File: config.mk
export PLATFORM = sky130hd
export DESIGN_NAME = pnode_rr_dispatch
export DESIGN_NICKNAME = d
export VERILOG_FILES = /design/src/rtl/pnode_rr_dispatch.sv
export SDC_FILE = /design/constraint.sdc
export NUM_CORES = 1
export LEC_CHECK = 0
export CAP_MARGIN = 5
export CORE_AREA = 4 4 128 130
export DETAILED_ROUTE_END_ITERATION = 6
export DIE_AREA = 0 0 132 134
export GPL_TIMING_DRIVEN = 0
export PLACE_DENSITY = 0.77
export SLEW_MARGIN = 30
export SYNTH_ARGS = -nofsm -noshare
export SYNTH_HDL_FRONTEND = slang
export SYNTH_SLANG_ARGS = --single-unit
export TNS_END_PERCENT = 30
File: constraint.sdc
create_clock -name clock -period 13.8 [get_ports clock]
set_input_delay 3.45 -clock clock [delete_from_list [all_inputs] [get_ports clock]]
set_output_delay 3.45 -clock clock [all_outputs]
set_load 0.05 [all_outputs]
File: src/rtl/pnode_rr_dispatch.sv
// pnode_rr_dispatch
//   Packet-atomic round-robin dispatcher. One ingress stream is shared among
//   NCOUNT pnodes. Each packet is locked to a single ready pnode from SOP to
//   EOP. Every grant issues an ordering tag {node id, sequence number}.
//
// Ports
//   clock, reset             rising-edge clock, async active-high reset
//   in_data/valid/sop/eop    ingress beat; in_ready is the ingress accept
//   node_data                ingress data broadcast to every pnode
//   node_valid[NCOUNT]       one-hot valid, only the locked node can be set
//   node_ready[NCOUNT]       per-pnode ready
//   tag_data/valid/ready     ordering tag {node id[3:0], seq[SEQW-1:0]}
//   drop_count               saturating count of non-SOP beats dropped in IDLE
//   busy                     high while a packet is locked (SEND)
module pnode_rr_dispatch #(
  parameter int unsigned NCOUNT = 8,
  parameter int unsigned DATAW  = 142,
  parameter int unsigned SEQW   = 10
) (
  input  logic              clock,
  input  logic              reset,
  input  logic [DATAW-1:0]  in_data,
  input  logic              in_valid,
  input  logic              in_sop,
  input  logic              in_eop,
  output logic              in_ready,
  output logic [DATAW-1:0]  node_data,
  output logic [NCOUNT-1:0] node_valid,
  input  logic [NCOUNT-1:0] node_ready,
  output logic [SEQW+3:0]   tag_data,
  output logic              tag_valid,
  input  logic              tag_ready,
  output logic [15:0]       drop_count,
  output logic              busy
);

  typedef enum logic {IDLE = 1'b0, SEND = 1'b1} state_t;

  state_t          state_q, state_d;
  logic [3:0]      sel_q, sel_d;
  logic [3:0]      ptr_q, ptr_d;
  logic [SEQW-1:0] seq_q, seq_d;
  logic            tag_valid_q, tag_valid_d;
  logic [SEQW+3:0] tag_data_q, tag_data_d;
  logic [15:0]     drop_q, drop_d;

  // Node vectors widened to 16 bits so a 4-bit node id indexes them directly.
  logic [15:0]     ready_ext;
  logic [15:0]     nv_ext;
  logic [3:0]      cand;
  logic [3:0]      idx;
  logic            found;
  logic            tag_free;
  logic            in_ready_c;

  function automatic logic [3:0] wrap_inc(input logic [3:0] v);
    return ((32'(v) + 32'd1) >= NCOUNT) ? 4'd0 : v + 4'd1;
  endfunction

  assign ready_ext = 16'(node_ready);

  // First ready node at or after ptr, wrapping modulo NCOUNT.
  always_comb begin
    cand  = '0;
    found = 1'b0;
    idx   = ptr_q;
    for (int unsigned k = 0; k < NCOUNT; k++) begin
      if (!found && ready_ext[idx]) begin
        found = 1'b1;
        cand  = idx;
      end
      idx = wrap_inc(idx);
    end
  end

  always_comb begin
    state_d     = state_q;
    sel_d       = sel_q;
    ptr_d       = ptr_q;
    seq_d       = seq_q;
    tag_valid_d = tag_valid_q;
    tag_data_d  = tag_data_q;
    drop_d      = drop_q;
    nv_ext      = '0;
    in_ready_c  = 1'b0;
    // A tag accepted this cycle frees the slot for a grant in the same cycle.
    tag_free    = !tag_valid_q || tag_ready;
    if (tag_valid_q && tag_ready) tag_valid_d = 1'b0;
    case (state_q)
      IDLE: begin
        if (in_valid && !in_sop) begin
          in_ready_c = 1'b1;
          if (drop_q != '1) drop_d = drop_q + 16'd1;
        end
        // The SOP beat is held here and transferred on the first SEND cycle.
        if (in_valid && in_sop && found && tag_free) begin
          state_d     = SEND;
          sel_d       = cand;
          tag_valid_d = 1'b1;
          tag_data_d  = {cand, seq_q};
          seq_d       = seq_q + SEQW'(1);
        end
      end
      SEND: begin
        nv_ext[sel_q] = in_valid;
        in_ready_c    = ready_ext[sel_q];
        if (in_valid && ready_ext[sel_q] && in_eop) begin
          state_d = IDLE;
          ptr_d   = wrap_inc(sel_q);
        end
      end
      default: state_d = IDLE;
    endcase
  end

  always_ff @(posedge clock or posedge reset) begin
    if (reset) begin
      state_q     <= IDLE;
      sel_q       <= '0;
      ptr_q       <= '0;
      seq_q       <= '0;
      tag_valid_q <= 1'b0;
      tag_data_q  <= '0;
      drop_q      <= '0;
    end else begin
      state_q     <= state_d;
      sel_q       <= sel_d;
      ptr_q       <= ptr_d;
      seq_q       <= seq_d;
      tag_valid_q <= tag_valid_d;
      tag_data_q  <= tag_data_d;
      drop_q      <= drop_d;
    end
  end

  // Reset gates the IDLE drop path, which would otherwise accept beats.
  assign in_ready   = in_ready_c & ~reset;
  assign node_valid = nv_ext[NCOUNT-1:0];
  assign node_data  = in_data;
  assign tag_data   = tag_data_q;
  assign tag_valid  = tag_valid_q;
  assign drop_count = drop_q;
  assign busy       = (state_q == SEND);

endmodule

== Word-level counts from Yosys, hierarchy flattened ==
Index checks and enable logic that the tools add are counted.
Word-level totals
  input port bits: 156
  register bits after elaboration: 50
  word-level logic and storage cells: 129
  output and inout port bits: 183
Cells by class
  add/sub/neg operators: 18
  order comparisons: 18
  reductions and logical operators: 28
  muxes and demuxes: 53
  bitwise logic cells: 4
  equal/unequal tests: 1
Operators by type and width (count)
  $mux W4: 16
  $lt A4 B5 Y1 const B: 9
  $add A4 B1 Y5 const B: 8
  $ge A5 B4 Y1 const B: 8
  $bmux W1 S4: 9
  $add A4 B1 Y4 const B: 8
  $mux W1: 24
  $add A16 B1 Y16 const B: 1
  $ne A16 B16 Y1 const B: 1
  $logic_and A1 B1 Y1: 15
  $add A10 B1 Y10 const B: 1
  $logic_not A1 Y1: 9
  $and A8 B8 Y8: 1
  $mux W8: 1
  $demux W1 S4: 1
  $ge A4 B1 Y1 const B: 1
  $pmux W1 S2: 2
  $reduce_and A2 Y1: 2
  $reduce_and A3 Y1: 1
  $not A1 Y1: 2
  $and A1 B1 Y1: 1
  $logic_or A1 B1 Y1: 1

== Logic depth before layout (Yosys ltp) ==
  depth in word-level cells: 29
  mapped depth: 30
  gate-level depth less buffers: 29

== Worst setup path after synthesis ==
No wires, ideal clock.
  kind: input port to output port
  start: input node_ready[5]
  end: output in_ready
  path buffers: 0
  arrival time: 4.588 ns
  required time: 10.350 ns
  stages on the path: 5
  slack: 5.762 ns
  cells stage by stage: mux4_2 mux2i_1 nor2_1 a21oi_1 nor2_1
Between the ends
  cells in the longest elaborated chain, start to end: 4
Ends and longest elaborated chain
  from (decl): line 29  | input logic [NCOUNT-1:0] node_ready,
  $bmux W1 S4: line 106  | in_ready_c = ready_ext[sel_q];
  $mux W1 (implied by the code): line 106
  $pmux W1 S2: line 89  | case (state_q)
  $and A1 B1 Y1: line 137  | assign in_ready = in_ready_c & ~reset;
  to (decl): line 26  | output logic in_ready,
No other way between the ends. The select of a mux whose other input is x is not followed.

== Worst setup path after layout ==
  start: input node_ready[0]
  end: output in_ready
The elaborated chain is that of the path after synthesis.

==> impl_results.md <==
* Number of clock sinks at 46
* Fill cells at 1403
* Final core utilization at 49.05%
* Relative slew slack at 55.45%
* Slowest Stage Delay on Critical Path at 0.70 ns
* Setup TNS at 0 ns
* Post-synth EDFFs at 0
* Final antenna-violating net count at 0
* Pin count of the biggest net entering global routing at 26
* Final GP Congestion at 0.8538
* Mapped Area at 5049 µm²
* Vias at 4603
* Ys async rst share at 100.0%
* Crit end category: primary output
* Grt ovf at 0
* Crit path DAT at 5.66 ns
* Die Wd at 132 µm
* Register area at 1151 µm²
* Starting Density at 33.33%
* Mapped Nets at 736
* Crit-path slowest cell: clkdlybuf4s50_1
* Cell Chain, Critical Path: clkdlybuf4s50_1, mux4_2, mux2i_1, nor2_1, a21oi_1, nor2_1, clkdlybuf4s50_1
* Synthesis-stage register bit count at 46
* Setup Skew at 0.004800 ns
* Worst-path clk slew at 0.06 ns
* 1st-pass router iterations at 5
* Routed WL per cell at 14.86 µm
* Clk buf depth at 2
* Initial DRC count at 253
* Layout cells sized above 1 at 27.32%
* Total GRT Usage at 15.23%
* Vias per inst at 4.830
* WS Path Type: input port to primary output
* Initial antenna violation count at 0
* Area of the multi-input gates at 2678 µm²
* Worst Max-Slew Pin Slew at 0.6496 ns
* Max-Cap Viols at 0
* Postcts setup bufs at 0
* Remaining DRCs at 0
* Core region area at 15150 µm²
* Area growth syn-to-layout at 47.14%
* Yosys warns at 0
* Root Driver: clkbuf_16
* CP max FO at 7
* Hold Buf Count CTS at 0
* Placed cell count at 945
* CTS tree: done
* HPWL after DPL at 11790 µm
* Clock Latency Late Sink at 0.29 ns
* Post-Syn Instances at 560
* Number of primary I/O pins at 339
* Final worst path period share at 66.02%
* Final hold violation count at 0
* Seq/Total Area, Yosys at 22.80%
* Die ar. at 17690 µm²
* Vias in the first global route at 4667
* Run status: finished, final reports clean
* Hold WC Path Type: flip-flop to flip-flop
* Data required, critical path at 10.35 ns
* Worst setup SP type: input port
* Max Fclk at 0.1098 GHz
* Final wirelength at 14160 µm
* Num CTS Buffers at 5
* Slew Limit Fails at 0
* Cell variety after synth at 78
* Die height at 134 µm
* Hold WS at 0.4682 ns
* Final cell count without fillers at 953
* Finish-stage setup viols at 0
* Post_cts resized at 0
* # rows at 45
* Mean Syn Cell Area at 9.015 µm²
* Min cycle time layout at 9.111 ns
* # diodes at 0
* Nets at 940
* Global-route wire length before repair at 23070 µm
* CTS H-Tree Depth at 2
* Primary FF master, synth: dfrtp_1
* RSZ-0062 raised after global routing: false
* IO Port Bufs at 196
synth_stat cells, types with 13 or more instances:
cell	count	area, µm²
nor3_1	13	65.06
nand2_1	26	97.59
ha_1	20	250.2
xnor2_1	16	140.1
mux2_2	15	168.9
o21ai_0	16	80.08
nand3_1	16	80.08
nor2_1	20	75.07
dfrtp_1	46	1151
buf_4	142	1066
xor2_1	13	113.9
inv_1	18	67.56
mux2i_1	24	240.2
final cells by class:
cell class | count | share of cell area [%]
Clock inverter | 1 | 0.4042
Timing Repair Buffer | 197 | 26.68
Multi-Input combinational cell | 337 | 36.05
Inverter | 19 | 0.9601
Tap cell | 188 | 3.167
Buffer | 158 | 15.46
Sequential cell | 46 | 15.50
Clock buffer | 7 | 1.785
cells by family (layout without fill, tap and decap cells):
logic type	Yosys count	in the layout	share of synthesized area (%)
AOI/OAI and AO/OA	92	92	14.62
xor gates and xnor gates	29	29	5.031
adders and majority gates	20	20	4.957
buffers and inverters	177	382	24.16
DFF	46	46	22.80
muxes	49	49	11.35
and+or+nand+nor	147	147	17.08
critical path, delay by kind of cell:
family | cells | cell delay [ns]
multiplexers | 2 | 0.65
AO/OA/AOI/OAI | 1 | 0.17
AND/OR/NAND/NOR | 2 | 0.12
buffers and inverters | 2 | 1.26
through the flow:
stage               area (µm²)  worst slack, ns
floorplan                 5049            5.762
global placement          7246            4.684
detailed placement        7266            4.686
CTS                       7428            4.677
global route              7428            4.558
finish                    7428            4.689
layer usage:
metal  wire, µm  global-route usage [%]  part of all wire (%)
met1       5591                   18.36                    39
met5          0                       0                     0
met4        278                   4.142                   2.0
met2       7157                   27.00                    51
met3       1136                   3.863                   8.0
cell usage in the layout, fill, tap and decap left out, types with 5 or more instances in the layout:
master,count
clkdlybuf4s50_1,196
buf_4,142
dfrtp_1,46
nand2_1,26
mux2i_1,24
nor2_1,20
ha_1,20
inv_1,17
xnor2_1,16
o21ai_0,16
nand3_1,16
mux2_2,15
xor2_1,13
nor3_1,13
a21oi_1,12
and2_1,11
nor2b_1,10
clkbuf_1,9
o211ai_1,9
mux2_4,7
buf_2,6
nand2b_1,6
nand3b_1,6
o21a_1,6
and3_1,6
o22ai_1,5
nor3b_1,5
clkbuf_16,5
worst paths after layout:
kind / from / cells after the start / slack [ns] / endpoint
max in group asynchronous: reset / 3 / 9.77 / seq_q[4]
hold reg to reg: seq_q[9] / 1 / 0.47 / seq_q[9]
setup reg to reg: ptr_q[0] / 30 / 5.60 / tag_data[1]
setup / recovery: node_ready[0] / 7 / 4.69 / in_ready
min in group asynchronous: reset / 2 / 3.54 / drop_count[6]
hold / removal: seq_q[9] / 1 / 0.47 / seq_q[9]
flip-flops by register name, summed over array words and instances (netlist names):
name        cells
drop_count     16
seq_q          10
tag_data       10
ptr_q           4
sel_q           4
busy            1
tag_valid       1
Power is left out: the tool's default activity adds up to more than one toggle a clock period on the data nets, which glitch-free logic cannot reach.
